<file path="src/rtl/sine_rom_streamer.sv">
// rtl/sine_rom_streamer.sv - sine ROM phase accumulator and framed serial DAC streamer
// Fetches one ROM word per accepted tick and shifts it out on cs_n/sclk/sdo.
module sine_rom_streamer #(
  parameter int ADDR_WIDTH = 8,
  parameter int DATA_WIDTH = 8,
  parameter int FRAME_BITS = 16,
  parameter int CLK_DIV    = 2,
  parameter int MSB_FIRST  = 1
) (
  input  logic                  clk,
  input  logic                  rst,
  input  logic                  tick,
  input  logic                  enable,
  input  logic [ADDR_WIDTH-1:0] step,
  input  logic                  clear_ovr,
  output logic [ADDR_WIDTH-1:0] rom_addr,
  input  logic [DATA_WIDTH-1:0] rom_data,
  output logic                  sclk,
  output logic                  sdo,
  output logic                  cs_n,
  output logic                  busy,
  output logic                  frame_done,
  output logic                  overrun
);

  localparam int BIT_W = $clog2(FRAME_BITS + 1);
  localparam int DIV_W = (CLK_DIV > 1) ? $clog2(CLK_DIV) : 1;

  typedef enum logic [1:0] {IDLE, FETCH, LOAD, SHIFT} state_t;

  state_t                state;
  logic [ADDR_WIDTH-1:0] phase;
  logic [FRAME_BITS-1:0] shreg;
  logic [FRAME_BITS-1:0] frame_word;
  logic [DATA_WIDTH-1:0] ordered;
  logic [BIT_W-1:0]      bit_cnt;
  logic [DIV_W-1:0]      div_cnt;
  logic                  div_hit;

  assign rom_addr = phase;
  assign div_hit  = (div_cnt == DIV_W'(CLK_DIV - 1));

  // Frame word is always sent from its MSB; bit order is fixed up here.
  always_comb begin
    ordered = '0;
    for (int i = 0; i < DATA_WIDTH; i++) begin
      ordered[i] = (MSB_FIRST != 0) ? rom_data[i] : rom_data[DATA_WIDTH-1-i];
    end
    frame_word = '0;
    frame_word[FRAME_BITS-1 -: DATA_WIDTH] = ordered;
  end

  always_ff @(posedge clk or posedge rst) begin
    if (rst) begin
      state      <= IDLE;
      phase      <= '0;
      shreg      <= '0;
      bit_cnt    <= '0;
      div_cnt    <= '0;
      sclk       <= 1'b0;
      sdo        <= 1'b0;
      cs_n       <= 1'b1;
      busy       <= 1'b0;
      frame_done <= 1'b0;
      overrun    <= 1'b0;
    end else begin
      frame_done <= 1'b0;
      if (tick && enable && state != IDLE) begin
        overrun <= 1'b1;
      end else if (clear_ovr) begin
        overrun <= 1'b0;
      end

      case (state)
        IDLE: begin
          if (tick && enable) begin
            state <= FETCH;
            busy  <= 1'b1;
          end
        end
        FETCH: state <= LOAD;
        LOAD: begin
          shreg   <= frame_word << 1;
          sdo     <= frame_word[FRAME_BITS-1];
          cs_n    <= 1'b0;
          sclk    <= 1'b0;
          phase   <= phase + step;
          div_cnt <= '0;
          bit_cnt <= '0;
          state   <= SHIFT;
        end
        SHIFT: begin
          if (!div_hit) begin
            div_cnt <= div_cnt + DIV_W'(1);
          end else begin
            div_cnt <= '0;
            if (!sclk) begin
              sclk    <= 1'b1;
              bit_cnt <= bit_cnt + BIT_W'(1);
            end else if (bit_cnt == BIT_W'(FRAME_BITS)) begin
              // Falling point after the last rising edge closes the frame.
              sclk       <= 1'b0;
              sdo        <= 1'b0;
              cs_n       <= 1'b1;
              busy       <= 1'b0;
              frame_done <= 1'b1;
              bit_cnt    <= '0;
              state      <= IDLE;
            end else begin
              sclk  <= 1'b0;
              sdo   <= shreg[FRAME_BITS-1];
              shreg <= shreg << 1;
            end
          end
        end
        default: state <= IDLE;
      endcase
    end
  end

endmodule

</file>
<file path="config.mk">
export PLATFORM = sky130hd
export DESIGN_NAME = sine_rom_streamer
export DESIGN_NICKNAME = d
export VERILOG_FILES = /design/src/rtl/sine_rom_streamer.sv
export SDC_FILE = /design/constraint.sdc
export NUM_CORES = 1
export LEC_CHECK = 0
export CAP_MARGIN = 20
export CORE_UTILIZATION = 45
export CTS_CLUSTER_SIZE = 12
export DETAILED_ROUTE_END_ITERATION = 6
export GPL_ROUTABILITY_DRIVEN = 0
export GPL_TIMING_DRIVEN = 0
export PLACE_DENSITY = 0.71
export SYNTH_ARGS = -nofsm -noshare
export SYNTH_HDL_FRONTEND = slang
export SYNTH_SLANG_ARGS = --single-unit
</file>
<file path="constraint.sdc">
create_clock -name clk -period 6.3 [get_ports clk]
set_clock_uncertainty 0.2 [all_clocks]
set_input_delay 1.26 -clock clk [delete_from_list [all_inputs] [get_ports clk]]
set_output_delay 1.26 -clock clk [all_outputs]
set_load 0.02 [all_outputs]
</file>
==> impl_metrics.env, run 1 <==
export IMPL_fmax_ghz=0.2933
export IMPL_synth_top_area_cell="dfrtp_1"
export IMPL_root_buffer="clkbuf_8"
export IMPL_grt_pass1_vias=1362
export IMPL_worstPathRequired_ns=6.26
export IMPL_antenna_cells=0
export IMPL_rows=22
export IMPL_clk_path_buf_depth=2
export IMPL_ctsHoldBuffers=0
export IMPL_clk_pin_slew_ns=0.06
export IMPL_setup_worst_path_start_class="input port"
export IMPL_maxCapViolCount=0
export IMPL_grt_max_degree=30
export IMPL_synth_nets=204
export IMPL_vias_per_cell=5.323
export IMPL_setup_viol=0
export IMPL_cp_arrival_ns=3.37
export IMPL_tns_ns=0
export IMPL_grt_pass1_wl_mm=5.968
export IMPL_path_class="in -> reg"
export IMPL_cts_setup_buffers=0
export IMPL_yosys_top_cells_count="28 x dfrtp_1, 17 x nor2_1, 15 x nand2_1"
export IMPL_synth_edff_count=0
export IMPL_cts_sinks=29
export IMPL_synth_most_common_cell="dfrtp_1"
export IMPL_nNetsFinal=246
export IMPL_p_leak_nw=1.072
export IMPL_drt_iter0_markers=55
export IMPL_ir_drop_mv=0.1583
export IMPL_synth_warnings=0
export IMPL_antenna_found_initial=0
export IMPL_ys_types=48
export IMPL_async_reset_ff_share_pct=100.0
export IMPL_yosys_area_top_type_share_pct=40.76
export IMPL_syn_area_mm2=0.001719
export IMPL_slew_viol_final=0
export IMPL_coreArea_mm2=0.003661
export IMPL_first_pass_iters=4
export IMPL_final_antenna_net_count=0
export IMPL_cts_tree="built"
export IMPL_min_period_ns=3.410
export IMPL_hold_path_class="reg -> reg"
export IMPL_final_hold_viol_count=0
export IMPL_syn_inst=169
export IMPL_start_util_pct=46.96
export IMPL_drc=0
export IMPL_grt_usage_pct=19.09
export IMPL_hpwl_mm=2.542
export IMPL_ctsHtreeMaxLevel=2
export IMPL_dieArea_mm2=0.004072
export IMPL_pin_count=35
export IMPL_insertion_delay_ns=0.28
export IMPL_synth_avg_cell_area_um2=10.17
export IMPL_ys_seq_area_share_pct=42.29
export IMPL_wl_per_cell_um=12.96
export IMPL_cts_resized=0
export IMPL_die_h_um=63.81
export IMPL_vias=1384
export IMPL_synthFlopType="dfrtp_1"
export IMPL_rsz0062_at_grt="false"
export IMPL_die_w_um=63.81
export IMPL_fill_cells=311
export IMPL_yosys_top_cells_area="dfrtp_1 41%, ha_1 9.5%, mux2i_1 4.1%, nor2_1 3.7%, nand2_1 3.3%"
export IMPL_worst_pin_slew_ns=0.5600
export IMPL_finalCritPeriodShare_pct=54.13
export IMPL_power_density_mw_per_mm2=215.3
export IMPL_numCtsBuffers=5
export IMPL_outcome="complete, no violations"
export IMPL_overflow=0
export IMPL_fin_util_pct=61.48
export IMPL_area_growth_pct=30.93
export IMPL_endpoint_kind="flip-flop"
export IMPL_cp_max_fo=3
export IMPL_totalWireLength_mm=3.370
export IMPL_io_buffers=34
export IMPL_synth_seq_cells=29
export IMPL_slew_headroom_pct=62.66
export IMPL_layout_drive_gt1_share_pct=11.32
[flip-flops by register name (all words and copies together) (netlist names), 2 cells and up]
| register | flops |
|---|---|
| rom_addr | 8 |
| bit_cnt | 5 |
| state | 2 |
| shreg | 7 |
[placed cells by master, fill, tap and decap left out, types with 3 or more instances in the layout]
cell type and n:
a21o_1 3, o21ai_1 3, clkbuf_8 6, buf_2 3, nand2_1 15, xor2_1 4
mux2i_1 7, nor2_1 17, o22ai_1 4, mux2_2 4, ha_1 13, clkdlybuf4s50_1 34
o21ai_0 5, a21oi_1 10, inv_1 11, dfrtp_1 28, nor3_1 3
[metal layers]
metal / global-route usage (%) / share of wire, % / wire [µm]
met3: 5.179 / 4.8 / 162
met2: 31.25 / 49 / 1665
met1: 23.85 / 44 / 1475
met4: 7.386 / 2.0 / 67
met5: 0 / 0 / 0
[path summary, 6_finish.rpt]
kind	startpoint	endpoint	slack, ns	cells past startpoint
hold reg to reg	cs_n$_DFFE_PP1P_	cs_n$_DFFE_PP1P_	0.29	2
setup / recovery	step[0]	rom_addr[6]$_DFFE_PP0P_	2.89	9
max in group asynchronous	rst	bit_cnt[1]$_DFFE_PP0P_	4.29	3
min in group asynchronous	rst	shreg[12]$_DFFE_PP0P_	1.12	2
setup reg to reg	rom_addr[0]$_DFFE_PP0P_	rom_addr[6]$_DFFE_PP0P_	3.97	8
hold / removal	cs_n$_DFFE_PP1P_	cs_n$_DFFE_PP1P_	0.29	2
[critical path, cell delays in order]
cell             delay, ns
clkdlybuf4s50_1       0.46
ha_1                  0.20
inv_1                 0.07
fa_1                  0.40
nor2b_1               0.15
o31a_1                0.16
o21ai_1               0.07
mux2_1                0.32
a221o_1               0.27
[final cells by class]
cell class	count	area, µm²	share of cell area (%)
inverter	12	45.04	2.001
buffer	5	30.03	1.334
timing repair buffer	35	355.3	15.79
tap	48	60.06	2.668
clock inverter	1	30.03	1.334
clock buffer	7	86.33	3.835
sequential	29	726.9	32.30
multi-input combinational	123	917.1	40.74
[cell families after synthesis]
group | after synthesis | share of synthesized area, %
buf+inv | 17 | 4.366
xor+xnor | 6 | 3.057
flops | 29 | 42.29
mux | 13 | 8.006
fa+ha+maj | 14 | 10.63
compound gates | 44 | 17.76
simple gates | 46 | 13.90
[power by group]
part	leakage (nW)	internal, W	switching, W
sequential	0.351	0.000193	0.00000548
combinational	0.662	0.0000460	0.0000421
clock	0.0585	0.000129	0.0000695
total	1.07	0.000367	0.000117
[metrics by stage]
step	hold slack, ns	total power, W	setup WS, ns	cells	instance area [µm²]
3_5_place_dp	0.2835	0.0002886	2.608	251	2120
5_1_grt	0.3238	0.0005068	2.767	260	2251
2_1_floorplan	0.2937	0.0002528	3.209	169	1719
4_1_cts	0.2936	0.0004873	2.892	259	2236
6_report	0.2896	0.0004846	2.890	260	2251
3_3_place_gp	0.2839	0.0002866	2.616	251	2120
Note: power is estimated with default switching activity, not from simulation.
==> run 2, diff against run 1 <==
==> constraint.sdc (replaced) <==
create_clock -name clk -period 3.3 [get_ports clk]
set_clock_uncertainty 0.2 [all_clocks]
set_input_delay 0.66 -clock clk [delete_from_list [all_inputs] [get_ports clk]]
set_output_delay 0.66 -clock clk [all_outputs]
set_load 0.02 [all_outputs]
==> results of run 2 <==
Same layout as run 1 (identical final DEF). Status: complete, no violations.
Main changes from that run: setup slack after placement 2.608 ns -> 0.2079 ns; setup slack after layout 2.890 ns -> 0.4900 ns; register-to-register setup slack 3.97 ns -> 0.97 ns; total power 0.0004846 W -> 0.0009251 W; worst IR drop on VDD 0.1583 mV -> 0.3023 mV
